File: src/rtl/spi_result_tx_if.sv
// SPI-side signal bundle for the recognizer result transmitter.
// The host-facing receive path acts as master and the transmit controller acts as slave.
interface spi_result_tx_if #(
  parameter int WORD_W = 8
);
  logic              ss_n;
  logic              shift_spi;
  logic              sig_edge;
  logic [WORD_W-1:0] cmd_in;
  logic              cmd_valid;
  logic              miso;
  logic              miso_oe;

  modport master (
    output ss_n, shift_spi, sig_edge, cmd_in, cmd_valid,
    input  miso, miso_oe
  );

  modport slave (
    input  ss_n, shift_spi, sig_edge, cmd_in, cmd_valid,
    output miso, miso_oe
  );
endinterface

File: src/rtl/spi_result_tx.sv
// SPI-slave transmit controller: buffers classified digits and answers host reads with
// digit, cost or status frames shifted out on miso, one or more words per frame.
module spi_result_tx #(
  parameter int WORD_W    = 8,
  parameter int DIGIT_W   = 4,
  parameter int COST_W    = 16,
  parameter int FIFO_D    = 4,
  parameter bit MSB_FIRST = 1'b1
) (
  input  logic                      clk,
  input  logic                      rst,
  spi_result_tx_if.slave            spi,
  input  logic                      network_done,
  input  logic [DIGIT_W-1:0]        digit_in,
  input  logic                      cost_valid,
  input  logic [COST_W-1:0]         cost_in,
  output logic [$clog2(FIFO_D):0]   fifo_cnt,
  output logic                      overflow
);

  localparam int NCW     = (COST_W + WORD_W - 1) / WORD_W;
  localparam int FRAME_W = NCW * WORD_W;
  localparam int BIT_CW  = $clog2(WORD_W);
  localparam int PTR_W   = $clog2(FIFO_D);
  localparam int CNT_W   = PTR_W + 1;
  localparam int WL_W    = $clog2(NCW + 1);

  localparam logic [WORD_W-1:0] CMD_RD_COST   = WORD_W'(1);
  localparam logic [WORD_W-1:0] CMD_RD_DIGIT  = WORD_W'(2);
  localparam logic [WORD_W-1:0] CMD_RD_STATUS = WORD_W'(3);
  localparam logic [WORD_W-1:0] CMD_CLR       = WORD_W'(4);

  typedef enum logic [1:0] {IDLE, WAIT_COST, LOAD, SEND} state_t;
  typedef enum logic [1:0] {K_COST, K_DIGIT, K_STATUS} kind_t;

  state_t              state, state_nxt;
  kind_t               kind, kind_sel;
  logic                ss_d, ss_rise;
  logic [BIT_CW-1:0]   bit_cnt;
  logic                boundary;
  logic [WORD_W-1:0]   shreg;
  logic [FRAME_W-1:0]  frame_buf, frame_full;
  logic [WL_W-1:0]     words_left;
  logic [WORD_W-1:0]   head_word, status_word;

  logic [DIGIT_W-1:0]  mem [FIFO_D];
  logic [PTR_W-1:0]    rd_ptr, wr_ptr;
  logic [CNT_W-1:0]    cnt;
  logic                fifo_empty, fifo_full, push_ok;

  logic set_kind, clr_fifo, load_frame, next_word, shift_en, fill_ones, pop, cnt_clr;

  assign ss_rise    = spi.ss_n & ~ss_d;
  assign boundary   = spi.shift_spi && (bit_cnt == BIT_CW'(WORD_W - 1));
  assign fifo_empty = (cnt == '0);
  assign fifo_full  = (cnt == CNT_W'(FIFO_D));
  assign push_ok    = network_done && (!fifo_full || pop);
  assign fifo_cnt   = cnt;
  assign spi.miso   = MSB_FIRST ? shreg[WORD_W-1] : shreg[0];
  // The pad stays tri-stated while reset is held, even with the host selecting us.
  assign spi.miso_oe = ~spi.ss_n & ~rst;

  always_ff @(posedge clk or posedge rst) begin
    if (rst) begin
      state <= IDLE;
      ss_d  <= 1'b1;
    end else begin
      state <= state_nxt;
      ss_d  <= spi.ss_n;
    end
  end

  always_comb begin
    state_nxt = state;
    if (ss_rise) begin
      state_nxt = IDLE;
    end else begin
      case (state)
        IDLE: begin
          if (spi.cmd_valid) begin
            if (spi.cmd_in == CMD_RD_COST)
              state_nxt = cost_valid ? LOAD : WAIT_COST;
            else if (spi.cmd_in == CMD_RD_DIGIT || spi.cmd_in == CMD_RD_STATUS)
              state_nxt = LOAD;
          end
        end
        WAIT_COST: begin
          if (cost_valid)    state_nxt = LOAD;
          else if (boundary) state_nxt = IDLE;
        end
        LOAD:    state_nxt = SEND;
        SEND:    if (boundary && words_left == '0) state_nxt = IDLE;
        default: state_nxt = IDLE;
      endcase
    end
  end

  always_comb begin
    set_kind   = 1'b0;
    kind_sel   = K_DIGIT;
    clr_fifo   = 1'b0;
    load_frame = 1'b0;
    next_word  = 1'b0;
    shift_en   = 1'b0;
    fill_ones  = 1'b0;
    cnt_clr    = 1'b0;
    // A popped digit is gone for good, even if the host aborts in this cycle.
    pop        = (state == LOAD) && (kind == K_DIGIT) && !fifo_empty;
    if (ss_rise) begin
      fill_ones = 1'b1;
      cnt_clr   = 1'b1;
    end else begin
      case (state)
        IDLE: begin
          fill_ones = 1'b1;
          if (spi.cmd_valid) begin
            case (spi.cmd_in)
              CMD_RD_COST:   begin set_kind = 1'b1; kind_sel = K_COST;   end
              CMD_RD_DIGIT:  begin set_kind = 1'b1; kind_sel = K_DIGIT;  end
              CMD_RD_STATUS: begin set_kind = 1'b1; kind_sel = K_STATUS; end
              CMD_CLR:       clr_fifo = 1'b1;
              default:       ;
            endcase
          end
        end
        WAIT_COST: fill_ones = 1'b1;
        LOAD: begin
          load_frame = 1'b1;
          cnt_clr    = 1'b1;
        end
        SEND: begin
          if (boundary) begin
            if (words_left == '0) fill_ones = 1'b1;
            else                  next_word = 1'b1;
          end else if (spi.sig_edge) begin
            shift_en = 1'b1;
          end
        end
        default: fill_ones = 1'b1;
      endcase
    end
  end

  always_ff @(posedge clk or posedge rst) begin
    if (rst) begin
      bit_cnt <= '0;
      kind    <= K_DIGIT;
    end else begin
      if (cnt_clr)            bit_cnt <= '0;
      else if (spi.shift_spi) bit_cnt <= boundary ? '0 : bit_cnt + BIT_CW'(1);
      if (set_kind) kind <= kind_sel;
    end
  end

  // Whole frame is built in one go; words leave from the top, most significant first.
  always_comb begin
    head_word   = fifo_empty ? '1 : WORD_W'(mem[rd_ptr]);
    status_word = WORD_W'(cnt);
    status_word[WORD_W-1] = overflow;
    status_word[WORD_W-2] = fifo_empty;
    case (kind)
      K_COST:   frame_full = FRAME_W'(cost_in);
      K_STATUS: frame_full = FRAME_W'(status_word) << (FRAME_W - WORD_W);
      default:  frame_full = FRAME_W'(head_word) << (FRAME_W - WORD_W);
    endcase
  end

  always_ff @(posedge clk or posedge rst) begin
    if (rst) begin
      shreg      <= '1;
      frame_buf  <= '0;
      words_left <= '0;
    end else if (fill_ones) begin
      shreg <= '1;
    end else if (load_frame) begin
      shreg      <= frame_full[FRAME_W-1 -: WORD_W];
      frame_buf  <= frame_full << WORD_W;
      words_left <= (kind == K_COST) ? WL_W'(NCW - 1) : '0;
    end else if (next_word) begin
      shreg      <= frame_buf[FRAME_W-1 -: WORD_W];
      frame_buf  <= frame_buf << WORD_W;
      words_left <= words_left - WL_W'(1);
    end else if (shift_en) begin
      shreg <= MSB_FIRST ? {shreg[WORD_W-2:0], 1'b1} : {1'b1, shreg[WORD_W-1:1]};
    end
  end

  always_ff @(posedge clk or posedge rst) begin
    if (rst) begin
      rd_ptr   <= '0;
      wr_ptr   <= '0;
      cnt      <= '0;
      overflow <= 1'b0;
    end else if (clr_fifo) begin
      rd_ptr   <= '0;
      wr_ptr   <= '0;
      cnt      <= '0;
      overflow <= 1'b0;
    end else begin
      if (push_ok) wr_ptr <= wr_ptr + PTR_W'(1);
      if (pop)     rd_ptr <= rd_ptr + PTR_W'(1);
      if (push_ok && !pop)      cnt <= cnt + CNT_W'(1);
      else if (!push_ok && pop) cnt <= cnt - CNT_W'(1);
      if (network_done && !push_ok) overflow <= 1'b1;
    end
  end

  always_ff @(posedge clk) begin
    if (push_ok && !clr_fifo) mem[wr_ptr] <= digit_in;
  end

endmodule

File: src/flat_wrapper.sv
// flat-port wrapper written by rule: the top's interface ports become plain ports
module spi_result_tx_flat 
#(
  parameter int WORD_W    = 8,
  parameter int DIGIT_W   = 4,
  parameter int COST_W    = 16,
  parameter int FIFO_D    = 4,
  parameter bit MSB_FIRST = 1'b1
)
  (clk, rst, network_done, digit_in, cost_valid, cost_in, fifo_cnt, overflow, spi_ss_n, spi_shift_spi, spi_sig_edge, spi_cmd_in, spi_cmd_valid, spi_miso, spi_miso_oe);
  spi_result_tx_if #(.WORD_W(WORD_W)) spi_i ();
  input  logic clk;
  input  logic rst;
  input  logic network_done;
  input  logic [DIGIT_W-1:0] digit_in;
  input  logic cost_valid;
  input  logic [COST_W-1:0] cost_in;
  output logic [$clog2(FIFO_D):0] fifo_cnt;
  output logic overflow;
  input wire logic [$bits(spi_i.ss_n)-1:0] spi_ss_n;
  input wire logic [$bits(spi_i.shift_spi)-1:0] spi_shift_spi;
  input wire logic [$bits(spi_i.sig_edge)-1:0] spi_sig_edge;
  input wire logic [$bits(spi_i.cmd_in)-1:0] spi_cmd_in;
  input wire logic [$bits(spi_i.cmd_valid)-1:0] spi_cmd_valid;
  output wire logic [$bits(spi_i.miso)-1:0] spi_miso;
  output wire logic [$bits(spi_i.miso_oe)-1:0] spi_miso_oe;
  assign spi_i.ss_n = spi_ss_n;
  assign spi_i.shift_spi = spi_shift_spi;
  assign spi_i.sig_edge = spi_sig_edge;
  assign spi_i.cmd_in = spi_cmd_in;
  assign spi_i.cmd_valid = spi_cmd_valid;
  assign spi_miso = spi_i.miso;
  assign spi_miso_oe = spi_i.miso_oe;
  spi_result_tx #(.WORD_W(WORD_W), .DIGIT_W(DIGIT_W), .COST_W(COST_W), .FIFO_D(FIFO_D), .MSB_FIRST(MSB_FIRST)) u_core (.clk(clk), .rst(rst), .spi(spi_i), .network_done(network_done), .digit_in(digit_in), .cost_valid(cost_valid), .cost_in(cost_in), .fifo_cnt(fifo_cnt), .overflow(overflow));
endmodule
File: config.mk
export PLATFORM = sky130hd
export DESIGN_NAME = spi_result_tx_flat
export DESIGN_NICKNAME = d
export VERILOG_FILES = /design/src/rtl/spi_result_tx_if.sv /design/src/rtl/spi_result_tx.sv /design/src/flat_wrapper.sv
export SDC_FILE = /design/constraint.sdc
export NUM_CORES = 1
export LEC_CHECK = 0
export CORE_MARGIN = 2
export CORE_UTILIZATION = 48
export DETAILED_ROUTE_END_ITERATION = 12
export HOLD_SLACK_MARGIN = 0.02
export PLACE_DENSITY = 0.76
export SLEW_MARGIN = 20
export SYNTH_ARGS = -nofsm -noshare
export SYNTH_HDL_FRONTEND = slang
export SYNTH_SLANG_ARGS = --single-unit
File: constraint.sdc
create_clock -name clk -period 2.08 [get_ports clk]
set_input_delay 0.624 -clock clk [delete_from_list [all_inputs] [get_ports clk]]
set_output_delay 0.624 -clock clk [all_outputs]
set_load 0.005 [all_outputs]
==> results.json <==
{
  "outcome": "finished clean",
  "synth_edf_count": 16,
  "crit_fanout": 4,
  "worstMarginPinSlew_ns": 0.433,
  "start_kind": "flop",
  "syn2layout_area_growth_pct": 37.6,
  "p_sw_frac": 0.332,
  "dr.pass1.iters": 4,
  "root_buffer": "clkbuf_8",
  "p_int_uw": 2220,
  "ctsHoldBuffers": 0,
  "h-tree-depth": 2,
  "rrSetupSlack_ns": 0.07,
  "hold_viol": 0,
  "grtUsageTotal": 0.205,
  "clock.fmax_mhz": 495,
  "fillCellCount": 417,
  "synthCells": 226,
  "die_height_um": 76.4,
  "crit_chain": "buf_4 -> clkdlybuf4s50_1",
  "switching_power_uw": 1100,
  "ant_nets": 0,
  "cts_buffers": 5,
  "p_comb_frac": 0.364,
  "report.final.slew_viol_count": 0,
  "power_density_nw_per_um2": 959,
  "pin_count": 42,
  "dieArea_um2": 5840,
  "die_width_um": 76.4,
  "postLayoutCoreUtil": 0.683,
  "drt_wl_total_mm": 5.73,
  "hp-class": "flop to flop",
  "cts_tree": "built",
  "static-leakage-power_uw": 0.00147,
  "pwr-share-seq": 0.455,
  "clock_latency_ns": 0.31,
  "synth_top_cell_by_area": "dfrtp_1",
  "syn_avg_cell_area_um2": 11.1,
  "viasPerCell": 5.25,
  "clkPwrFrac": 0.181,
  "fin_nets": 356,
  "grt_pass1_wl_mm": 9.65,
  "worstPathArrival_ns": 1.40,
  "grt_max_degree": 35,
  "path_clk_slew_ns": 0.10,
  "rsz0062_at_grt": "yes",
  "gp_congestion": 0.821,
  "drt_iter0_drc": 108,
  "syn-cell-area_um2": 2520,
  "path_class": "flop to output pin",
  "rows": 26,
  "initial_core_util": 0.496,
  "yosys.area.top_type_share": 0.238,
  "slowest_stage": "clkdlybuf4s50_1",
  "yosys-top-cells-area": "dfrtp_1, edfxtp_1, dfstp_2, nor2_1, ha_1",
  "cp-end-kind": "output pin",
  "max_cap_viol_count": 0,
  "clock_skew_ns": 0.00814,
  "fin_crit_ns": 2.02,
  "yosysWarnings": 0,
  "finalPower_uw": 3320,
  "antenna-diode-count": 0,
  "synth_seq_cells": 50,
  "gr-total-overflow": 0,
  "wl_per_cell_um": 15.0,
  "min_period_over_period": 0.971,
  "synthTopCellsByCount": "nor2_1, dfrtp_1, a21oi_1, edfxtp_1, nand2_1",
  "clockBufferDepth": 2,
  "antenna_found_initial": 0,
  "drive_above_1_share": 0.279,
  "grt_pass1_vias": 2061,
  "io_buffers": 41,
  "vias": 2005,
  "setup_violations": 0,
  "clkSinkCount": 50,
  "syn_nets": 271,
  "core_area_um2": 5070,
  "ys.flop_type": "dfrtp_1",
  "synth_most_common_cell": "nor2_1",
  "design_area_um2": 3460,
  "ys_seq_area_frac": 0.534,
  "place_area_um2": 3300,
  "place_hpwl_mm": 4.34,
  "cp_slowest_stage_delay_ns": 0.49,
  "synth.distinct_cells": 46,
  "slew_headroom": 0.711,
  "drc_errors": 0,
  "crit_required_ns": 1.46,
  "ys_async_sr_fraction": 0.680,
  "ir_drop_mv": 0.544
}
layout make-up:
type                    instances  area, um^2  share of cell area
well taps                      70        87.6              0.0253
inverters                      13        48.8              0.0141
clock buffers                   5        68.8              0.0199
flip-flops and latches         50        1340               0.388
clock inverters                 3        28.8             0.00831
repair buffers                 85         742               0.214
multi-input cells             156        1140               0.330
per-layer routing:
metal,wire length (um),up-vias,global-route usage
met4,13,0,0.0491
met2,2900,41,0.349
met1,2620,977,0.272
li1,-,985,-
met3,199,2,0.0403
met5,0,-,0
cell usage in the layout (no fill, tap or decap), drive strengths merged, types with 9 or more instances in the layout:
| master | synthesis | final |
|---|---|---|
| a21oi | 16 | 16 |
| buf | 4 | 44 |
| clkdlybuf4s50 | 0 | 36 |
| dfrtp | 24 | 24 |
| dfstp | 10 | 10 |
| edfxtp | 16 | 16 |
| inv | 13 | 14 |
| nand2 | 16 | 16 |
| nor2 | 30 | 30 |
| nor3 | 9 | 9 |
power by group through the flow:
stage / Clock [uW] / Combinational [uW] / Sequential [uW]
finish: 600 / 1210 / 1510
global route: 653 / 1350 / 1550
CTS: 611 / 1200 / 1510
detailed placement: 0 / 1170 / 1530
global placement: 0 / 1110 / 1520
floorplan: 0 / 720 / 1470
worst max-delay path: cells and delay by family (launching register included):
| family | cells | cell delay, ns |
|---|---|---|
| buffers and inverters | 2 | 0.65 |
| flip-flops | 1 | 0.44 |
sequential cells by signal (all words and copies together) (netlist names):
name               cells
u_core.mem            16
u_core.bit_cnt         3
u_core.shreg           8
u_core.frame_buf       8
u_core.state           2
u_core.ss_d            1
u_core.kind            2
u_core.overflow        1
u_core.fifo_cnt        3
u_core.wr_ptr          2
u_core.words_left      2
u_core.rd_ptr          2
stage by stage:
step	setup TNS (ns)	std cells	worst slack, ns	hold slack [ns]
global placement	-7.20	370	-0.283	0.465
finish	0	382	0.0601	0.511
detailed placement	-9.09	370	-0.343	0.486
floorplan	0	226	0.000353	0.457
global route	-0.102	382	-0.102	0.521
CTS	0	379	0.0155	0.505
logic make-up (layout without fill, tap and decap cells):
logic type	after synthesis	after routing	synth area share
buf+inv	20	106	0.0318
xor+xnor	7	7	0.0243
fa+ha+maj	9	9	0.0477
flops	50	50	0.534
simple gates	83	83	0.170
compound gates	44	44	0.120
mux	13	13	0.0720
timing repair:
action | 4_1_cts | 5_1_grt
endpoints found under the setup margin | 2 | 23
buffers inserted | 1 | 3
gates resized for setup | 5 | 10
pin swaps | 2 | 11
worst paths after layout:
check                                                  from                                to  cells after the start
min in group asynchronous                               rst     u_core.bit_cnt[1]$_DFFE_PP0P_                      3
min                        u_core.words_left[1]$_DFFE_PP0P_  u_core.words_left[1]$_DFFE_PP0P_                      2
max in group asynchronous                               rst        u_core.kind[0]$_DFFE_PP1P_                      3
min reg2reg                u_core.words_left[1]$_DFFE_PP0P_  u_core.words_left[1]$_DFFE_PP0P_                      2
max reg2reg                      u_core.kind[0]$_DFFE_PP1P_    u_core.fifo_cnt[2]$_DFFE_PP0P_                     11
max                          u_core.fifo_cnt[1]$_DFFE_PP0P_                       fifo_cnt[1]                      2
Power figures use the tool's default switching activity.
